==> config.mk <==
export PLATFORM = sky130hd
export DESIGN_NAME = aes_dec_scheduler_flat
export DESIGN_NICKNAME = d
export VERILOG_FILES = /design/src/rtl/aes_dec_scheduler_pkg.sv /design/src/rtl/aes_dec_scheduler_if.sv /design/src/rtl/aes_dec_scheduler.sv /design/src/flat_wrapper.sv
export SDC_FILE = /design/constraint.sdc
export NUM_CORES = 1
export LEC_CHECK = 0
export ABC_AREA = 1
export CAP_MARGIN = 20
export CORE_MARGIN = 2
export CORE_UTILIZATION = 48
export DETAILED_ROUTE_END_ITERATION = 10
export PLACE_DENSITY = 0.78
export SETUP_SLACK_MARGIN = 0.2
export SLEW_MARGIN = 15
export SYNTH_ARGS = -nofsm -noshare
export SYNTH_HDL_FRONTEND = slang
export SYNTH_SLANG_ARGS = --single-unit
export TNS_END_PERCENT = 10
==> constraint.sdc <==
create_clock -name clk_i -period 1.7 [get_ports clk_i]
set_input_delay 0.17 -clock clk_i [delete_from_list [all_inputs] [get_ports clk_i]]
set_output_delay 0.17 -clock clk_i [all_outputs]
set_load 0.02 [all_outputs]
==> src/rtl/aes_dec_scheduler_pkg.sv <==
// Shared constants, state encodings and strobe decode for the AES-128
// decryption sequencer.
package aes_dec_scheduler_pkg;

    localparam int DEF_ADDR_WIDTH = 4;
    localparam int MEMORY_SIZE    = 16;
    localparam int NUM_ROUNDS     = 10;
    localparam int KEY_FWD_CYCLES = 10;

    localparam logic [2:0] S_IDLE   = 3'd0;
    localparam logic [2:0] S_LOAD   = 3'd1;
    localparam logic [2:0] S_KEYFWD = 3'd2;
    localparam logic [2:0] S_INIT   = 3'd3;
    localparam logic [2:0] S_ROUND  = 3'd4;
    localparam logic [2:0] S_FINAL  = 3'd5;
    localparam logic [2:0] S_WRITE  = 3'd6;
    localparam logic [2:0] S_DONE   = 3'd7;

    typedef struct packed {
        logic busy;
        logic done;
        logic stateLoad;
        logic keyLoad;
        logic keyStep;
        logic keyInv;
        logic arkEn;
        logic mixBypass;
        logic finish;
    } ctrl_t;

    // Every datapath strobe is a pure function of the registered state, so
    // no input ever reaches an output combinationally.
    function automatic ctrl_t decodeCtrl(input logic [2:0] state);
        ctrl_t c;
        c = '0;
        case (state)
            S_LOAD: begin
                c.busy      = 1'b1;
                c.stateLoad = 1'b1;
                c.keyLoad   = 1'b1;
            end
            S_KEYFWD: begin
                c.busy    = 1'b1;
                c.keyStep = 1'b1;
            end
            S_INIT, S_ROUND: begin
                c.busy    = 1'b1;
                c.keyStep = 1'b1;
                c.keyInv  = 1'b1;
                c.arkEn   = 1'b1;
            end
            S_FINAL: begin
                c.busy      = 1'b1;
                c.arkEn     = 1'b1;
                c.mixBypass = 1'b1;
            end
            S_WRITE: begin
                c.busy   = 1'b1;
                c.finish = 1'b1;
            end
            S_DONE: begin
                c.done = 1'b1;
            end
            default: begin
                c = '0;
            end
        endcase
        return c;
    endfunction

endpackage

==> src/rtl/aes_dec_scheduler_if.sv <==
// Control/handshake bundle between the decryption sequencer (master) and the
// start logic, plaintext RAM and datapath (slave).
interface aes_dec_scheduler_if #(
    parameter int ADDR_WIDTH = 4
);

    logic                  start_i;
    logic                  wr_ready_i;
    logic                  busy_o;
    logic                  done_o;
    logic [ADDR_WIDTH-1:0] pc_o;
    logic                  state_load_o;
    logic                  key_load_o;
    logic                  key_step_o;
    logic                  key_inv_o;
    logic [3:0]            round_o;
    logic                  ark_en_o;
    logic                  mix_bypass_o;
    logic                  finish_o;

    modport master (
        input  start_i,
        input  wr_ready_i,
        output busy_o,
        output done_o,
        output pc_o,
        output state_load_o,
        output key_load_o,
        output key_step_o,
        output key_inv_o,
        output round_o,
        output ark_en_o,
        output mix_bypass_o,
        output finish_o
    );

    modport slave (
        output start_i,
        output wr_ready_i,
        input  busy_o,
        input  done_o,
        input  pc_o,
        input  state_load_o,
        input  key_load_o,
        input  key_step_o,
        input  key_inv_o,
        input  round_o,
        input  ark_en_o,
        input  mix_bypass_o,
        input  finish_o
    );

endinterface

==> src/rtl/aes_dec_scheduler.sv <==
// Batch sequencer for the AES-128 decryption datapath: walks pc over the
// ciphertext blocks, runs forward key expansion to k10, then the ten inverse
// rounds, and hands each plaintext to the RAM through a ready handshake.
module aes_dec_scheduler
    import aes_dec_scheduler_pkg::*;
#(
    parameter int NUM_BLOCKS = MEMORY_SIZE,
    parameter int ADDR_WIDTH = DEF_ADDR_WIDTH
) (
    input logic                 clk_i,
    input logic                 rst_ni,
    aes_dec_scheduler_if.master bus
);

    localparam logic [ADDR_WIDTH-1:0] LAST_PC   = ADDR_WIDTH'(NUM_BLOCKS - 1);
    localparam logic [3:0]            FWD_LAST  = 4'(KEY_FWD_CYCLES);
    localparam logic [3:0]            INV_FIRST = 4'(NUM_ROUNDS - 1);

    logic [2:0]            state_q, state_d;
    logic [ADDR_WIDTH-1:0] pc_q, pc_d;
    logic [3:0]            round_q, round_d;
    ctrl_t                 ctrl;

    // Next-state logic: the round counter doubles as the KEYFWD/ROUND cycle
    // counter, and pc only moves on a start or on a completed write.
    always_comb begin
        state_d = state_q;
        pc_d    = pc_q;
        round_d = round_q;
        case (state_q)
            S_IDLE, S_DONE: begin
                if (bus.start_i) begin
                    state_d = S_LOAD;
                    pc_d    = '0;
                end
            end
            S_LOAD: begin
                round_d = 4'd1;
                state_d = S_KEYFWD;
            end
            S_KEYFWD: begin
                if (round_q == FWD_LAST) begin
                    state_d = S_INIT;
                end else begin
                    round_d = round_q + 4'd1;
                end
            end
            S_INIT: begin
                round_d = INV_FIRST;
                state_d = S_ROUND;
            end
            S_ROUND: begin
                if (round_q == 4'd1) begin
                    round_d = 4'd0;
                    state_d = S_FINAL;
                end else begin
                    round_d = round_q - 4'd1;
                end
            end
            S_FINAL: begin
                state_d = S_WRITE;
            end
            S_WRITE: begin
                if (bus.wr_ready_i) begin
                    if (pc_q == LAST_PC) begin
                        state_d = S_DONE;
                    end else begin
                        pc_d    = pc_q + 1'b1;
                        state_d = S_LOAD;
                    end
                end
            end
            default: begin
                state_d = S_IDLE;
            end
        endcase
    end

    // State, pc and round registers; reset drops any block in flight.
    always_ff @(posedge clk_i) begin
        if (!rst_ni) begin
            state_q <= S_IDLE;
            pc_q    <= '0;
            round_q <= '0;
        end else begin
            state_q <= state_d;
            pc_q    <= pc_d;
            round_q <= round_d;
        end
    end

    assign ctrl = decodeCtrl(state_q);

    assign bus.busy_o       = ctrl.busy;
    assign bus.done_o       = ctrl.done;
    assign bus.pc_o         = pc_q;
    assign bus.state_load_o = ctrl.stateLoad;
    assign bus.key_load_o   = ctrl.keyLoad;
    assign bus.key_step_o   = ctrl.keyStep;
    assign bus.key_inv_o    = ctrl.keyInv;
    assign bus.round_o      = round_q;
    assign bus.ark_en_o     = ctrl.arkEn;
    assign bus.mix_bypass_o = ctrl.mixBypass;
    assign bus.finish_o     = ctrl.finish;

endmodule

==> src/flat_wrapper.sv <==
// flat-port wrapper written by rule: the top's interface ports become plain ports
module aes_dec_scheduler_flat import aes_dec_scheduler_pkg::*;
#(
    parameter int NUM_BLOCKS = MEMORY_SIZE,
    parameter int ADDR_WIDTH = DEF_ADDR_WIDTH
)
  (clk_i, rst_ni, bus_start_i, bus_wr_ready_i, bus_busy_o, bus_done_o, bus_pc_o, bus_state_load_o, bus_key_load_o, bus_key_step_o, bus_key_inv_o, bus_round_o, bus_ark_en_o, bus_mix_bypass_o, bus_finish_o);
  aes_dec_scheduler_if #(.ADDR_WIDTH(ADDR_WIDTH)) bus_i ();
  input logic clk_i;
  input logic rst_ni;
  input wire logic [$bits(bus_i.start_i)-1:0] bus_start_i;
  input wire logic [$bits(bus_i.wr_ready_i)-1:0] bus_wr_ready_i;
  output wire logic [$bits(bus_i.busy_o)-1:0] bus_busy_o;
  output wire logic [$bits(bus_i.done_o)-1:0] bus_done_o;
  output wire logic [$bits(bus_i.pc_o)-1:0] bus_pc_o;
  output wire logic [$bits(bus_i.state_load_o)-1:0] bus_state_load_o;
  output wire logic [$bits(bus_i.key_load_o)-1:0] bus_key_load_o;
  output wire logic [$bits(bus_i.key_step_o)-1:0] bus_key_step_o;
  output wire logic [$bits(bus_i.key_inv_o)-1:0] bus_key_inv_o;
  output wire logic [$bits(bus_i.round_o)-1:0] bus_round_o;
  output wire logic [$bits(bus_i.ark_en_o)-1:0] bus_ark_en_o;
  output wire logic [$bits(bus_i.mix_bypass_o)-1:0] bus_mix_bypass_o;
  output wire logic [$bits(bus_i.finish_o)-1:0] bus_finish_o;
  assign bus_i.start_i = bus_start_i;
  assign bus_i.wr_ready_i = bus_wr_ready_i;
  assign bus_busy_o = bus_i.busy_o;
  assign bus_done_o = bus_i.done_o;
  assign bus_pc_o = bus_i.pc_o;
  assign bus_state_load_o = bus_i.state_load_o;
  assign bus_key_load_o = bus_i.key_load_o;
  assign bus_key_step_o = bus_i.key_step_o;
  assign bus_key_inv_o = bus_i.key_inv_o;
  assign bus_round_o = bus_i.round_o;
  assign bus_ark_en_o = bus_i.ark_en_o;
  assign bus_mix_bypass_o = bus_i.mix_bypass_o;
  assign bus_finish_o = bus_i.finish_o;
  aes_dec_scheduler #(.NUM_BLOCKS(NUM_BLOCKS), .ADDR_WIDTH(ADDR_WIDTH)) u_core (.clk_i(clk_i), .rst_ni(rst_ni), .bus(bus_i));
endmodule
Yosys cells after proc, flatten, opt, wreduce, memory -nomap -nowiden
Cells that the tools add are included.

Word-level logic and storage cells: 54. ROM bits: 0. Memories: 0. RAM bits: 0. Register bits: 11. Latch bits: 0.

Bitwise gates (word level): 0. Equal/unequal tests: 16. Reductions and logical operators: 11. $add $sub $neg: 3. Order comparisons: 0. Multiplexer cells: 21. Divide/modulo/power cells: 0. Multiply operators: 0. Shift operators: 0.

Operators with widths (number): $pmux W3 S7 (1); $mux W4 (5); $pmux W4 S4 (1); $mux W3 (5); $eq A3 B3 Y1 const B (4); $add A4 B1 Y4 const B (2); $eq A4 B4 Y1 const B (2); $ne A2 B2 Y1 const B (4); $pmux W4 S2 (1); $reduce_and A4 Y1 (2); $mux W1 (7); $eq A3 B2 Y1 const B (2); $reduce_or A3 Y1 (2); $reduce_or A6 Y1 (1); $eq A4 B1 Y1 const B (1); $ne A2 B1 Y1 const B (2); $reduce_bool A4 Y1 (1); $reduce_or A2 Y1 (2); $sub A4 B1 Y4 const B (1); $eq A3 B1 Y1 const B (1); $logic_not A3 Y1 (1); $mux W2 (1); $reduce_and A2 Y1 (1); $reduce_bool A2 Y1 (1).

Depth between registers and ports, before layout
Gate-level depths: netlist of the first run.

Word-level depth: 4. Mapped depth: 10. Gate-level depth less buffers: 10.

Least setup slack after synthesis of the first run
No wires, ideal clock.

Kind: register to register. From: register u_core.round_q[1] (netlist: u_core.bus.round_o[1]). To: register u_core.round_q[1] (netlist: u_core.bus.round_o[1]). Library setup time: 113 ps. Buffers on the path: 0. Data required time: 1587 ps. Slack: 261 ps. Data arrival time: 1325 ps. Stages on the path, launching flop included: 8. Cell sequence: dfxtp_1 -> ha_1 -> nand3_1 -> or2_4 -> nand2_4 -> inv_4 -> nor2_1 -> nor2_1.

Cells in the longest elaborated chain, start to end: 3. Elaborated cells between the ends (all ways): 9.

Ends and longest elaborated chain: start, declared (line aes_dec_scheduler.sv:21) `logic [3:0] round_q, round_d;`; start signal, assigned (line aes_dec_scheduler.sv:88) `round_q <= round_d;`; $sub A4 B1 Y4, or another cell as far along (line aes_dec_scheduler.sv:57) `round_d = round_q - 4'd1;`; $mux W4, or another cell as far along (line aes_dec_scheduler.sv:53) `if (round_q == 4'd1) begin`; $pmux W4 S4 / $reduce_and A2 Y1 (equally long branches).

Several ways; a longest one is shown, not always the timed one. The select of a mux whose other input is x is not followed. A chain may end at the register's enable or synchronous reset.

Worst setup path in the final report of the first run
From: register u_core.round_q[2] (netlist: u_core.bus.round_o[2]). To: output bus_round_o[2].

RTL lines: end, declared (line flat_wrapper.sv:20) `output wire logic [$bits(bus_i.round_o)-1:0] bus_round_o;`.

No word-level cell between the ends.

==> metrics.md, run 1 <==
| Metric | Value |
|---|---|
| Pin count of the biggest net entering global routing | `9` |
| Gr ovfl total | `0` |
| FF+latch count, synth | `11` |
| Num rows | `15` |
| Initial DRC Count | `28` |
| RSZ-0062 raised after global routing | `true` |
| Clock buffer depth | `2` |
| Post-DP HPWL | `1.62 mm` |
| Routed wire length | `2.07 mm` |
| Yosys cell types | `27` |
| Pwr Density | `1860 nW/µm²` |
| Max_cap viols | `0` |
| Antenna violations before repair | `0` |
| Dominant cell type by area after synthesis | `dfxtp_1` |
| CTS tree | `done` |
| Routed Antenna Nets | `0` |
| IO Port Bufs | `20` |
| Register area share after synthesis | `25.3%` |
| DIE AREA | `2170 µm²` |
| Initial core utilization | `51.0%` |
| Crit path cell chain | `clkdlybuf4s50_1` |
| Post-synth EDFFs | `0` |
| Slew Limit Headroom | `84.0%` |
| Gpl congestion | `0.861` |
| Final Cycle Share | `88.2%` |
| Crit path DAT | `1.33 ns` |
| Asr flop ratio synth | `0%` |
| Share of cells above drive strength 1 | `18.8%` |
| Diodes inserted | `0` |
| Setup TNS | `0 ns` |
| Top cell type's share of synthesized area | `25.3%` |
| Postcts setup bufs | `0` |
| Synth Net Count | `145` |
| # DRC | `0` |
| Die span in x | `46.6 µm` |
| Final hold slack | `0.531 ns` |
| Tot GR Track Use | `21.7%` |
| WP buf/inv | `1` |
| Max IR drop VDD | `1.02 mV` |
| Largest cells by area after synthesis | `dfxtp_1 (25%), nand2_1 (14%), inv_1 (7.3%), ha_1 (7.2%), nand3_1 (6.3%)` |
| Reg area | `231 µm²` |
| Worst setup SP type | `flop` |
| Non-filler instance count after layout | `185` |
| Placed Cells | `181` |
| Most instantiated cells after synthesis | `nand2_1 (33), inv_1 (17), nor2_1 (13)` |
| Final net count | `170` |
| CP max stage cell | `clkdlybuf4s50_1` |
| Final setup fails | `0` |
| Die height | `46.6 µm` |
| Most common flop cell mapped by yosys | `dfxtp_1` |
| P_leak | `0.557 nW` |
| First-pass GRT wire length | `3.43 mm` |
| # hold bufs at CTS | `0` |
| Synth Warn # | `0` |
| FILL cells | `155` |
| Critical Path Fanout Max | `8` |
| Skew-Pair Late Insertion Delay | `0.26 ns` |
| Kind of critical path | `reg -> out` |
| Root buf cell | `clkbuf_4` |
| Top-count cell post-synth | `nand2_1` |
| Area of the multi-input gates | `559 µm²` |
| Final Skew | `0.00105 ns` |
| Post-Synthesis Cells | `136` |
| Core ar. | `1710 µm²` |
| Syn avg cell area | `6.40 µm²` |
| HP Class | `reg -> reg` |
| Pre-Repair DR Iteration Count | `4` |
| Clock-pin slew on the worst setup and hold paths | `0.07 ns` |
| Slew Viols, Final | `0` |
| Critical path endpoint category | `primary output` |
| Worst EP required | `1.53 ns` |
| Vias | `954` |
| Number of global-route vias before repair | `823` |
| CP top delay family | `buffers and inverters` |
| Final min period | `1.50 ns` |
| Worst slew pin tran | `0.238 ns` |
| CTS Buf Count | `3` |
| Synthesized area | `871 µm²` |
| Peak Freq | `667 MHz` |
| IO Pins | `21` |
| Routed wire per std cell | `11.2 µm` |
| CP max stage delay | `0.64 ns` |
| Hold Vio Cnt, Final | `0` |
| Run status | `finished, final reports clean` |
| P&R area growth vs syn | `30.2%` |
| # clock sinks | `11` |
| H-tree Lvls | `1` |
| Drt via density | `5.16` |
## layout by cell type, fill, tap and decap left out, drive strengths merged
cell type and n:
a21boi 1, a21oi 8, buf 4, clkbuf 4, clkdlybuf4s15 2, clkdlybuf4s50 8
dfxtp 11, dlygate4sd2 9, ha 5, inv 20, nand2 40, nand3 11
nand3b 1, nand4 4, nor2 17, nor3 3, o21a 1, o21ai 6
o21bai 1, o22ai 1, or2 1, xnor2 2
## per-stage QoR
step | power, mW | setup slack (ns) | utilization (%) | cell area [µm²]
final | 2.11 | 0.201 | 66.4 | 1130
after global routing | 2.30 | 0.112 | 66.4 | 1130
after CTS | 2.06 | 0.201 | 65.9 | 1120
after detailed placement | 1.93 | 0.0387 | 64.3 | 1100
after global placement | 1.89 | 0.0633 | 64.3 | 1100
after floorplan | 1.47 | 0.261 | - | 871
## power by group
part / total, mW / internal (mW) / switching (mW)
logic: 1.44 / 0.542 / 0.897
clock network: 0.178 / 0.0906 / 0.0875
registers: 0.492 / 0.356 / 0.135
## layer usage
| metal | up-vias | global-route usage, % | routed length [µm] |
|---|---|---|---|
| li1 | 486 | - | - |
| met1 | 429 | 29.1 | 934 |
| met2 | 39 | 35.8 | 1010 |
| met3 | 0 | 3.53 | 124 |
| met4 | 0 | 5.14 | 0 |
| met5 | - | 0 | 0 |
## worst paths after layout
path	endpoint	from	slack [ns]	depth (start not counted)
worst max-delay path	bus_round_o[2]	u_core.bus.round_o[2]	0.20	1
worst min register to register	u_core.bus.pc_o[1]	u_core.bus.pc_o[1]	0.53	2
worst max register to register	u_core.state_q[2]	u_core.bus.round_o[0]	0.23	8
worst min-delay path	u_core.bus.pc_o[1]	u_core.bus.pc_o[1]	0.53	2
## timing repair
| item | CTS | global route |
|---|---|---|
| pin swaps | 0 | 1 |
| gates cloned | 0 | 0 |
| endpoints found under the setup margin | 13 | 19 |
| gates resized for setup | 23 | 7 |
## layout make-up
cell class / instances / share of cell area [%]
multi-input cells: 102 / 49.3
flip-flops and latches: 11 / 20.4
repair buffers: 23 / 18.3
inverters: 20 / 6.84
well taps: 25 / 2.76
clock buffers: 4 / 2.32
## sequential cells by signal, indices dropped and copies added (netlist names)
name / count
u_core.bus.pc_o: 4
u_core.bus.round_o: 4
u_core.state_q: 3
## kinds of logic after synthesis
kind of cell	Yosys count	synth area share [%]
and+or+nand+nor	77	42.2
buffers and inverters	23	11.9
AOI/OAI and AO/OA	18	11.4
DFF	11	25.3
adders and majority gates	5	7.18
xor gates and xnor gates	2	2.01
No activity file was read; power rests on OpenSTA's default activity.
==> run 2: changes to the inputs <==
--- a/config.mk
+++ b/config.mk
@@ -10,6 +10,7 @@
 export CORE_MARGIN = 2
 export CORE_UTILIZATION = 48
 export DETAILED_ROUTE_END_ITERATION = 10
+export HOLD_SLACK_MARGIN = 0.06
 export PLACE_DENSITY = 0.78
 export SETUP_SLACK_MARGIN = 0.2
 export SLEW_MARGIN = 15
==> results of run 2 <==
The final DEF is identical to that of run 1; final timing and power are the same.
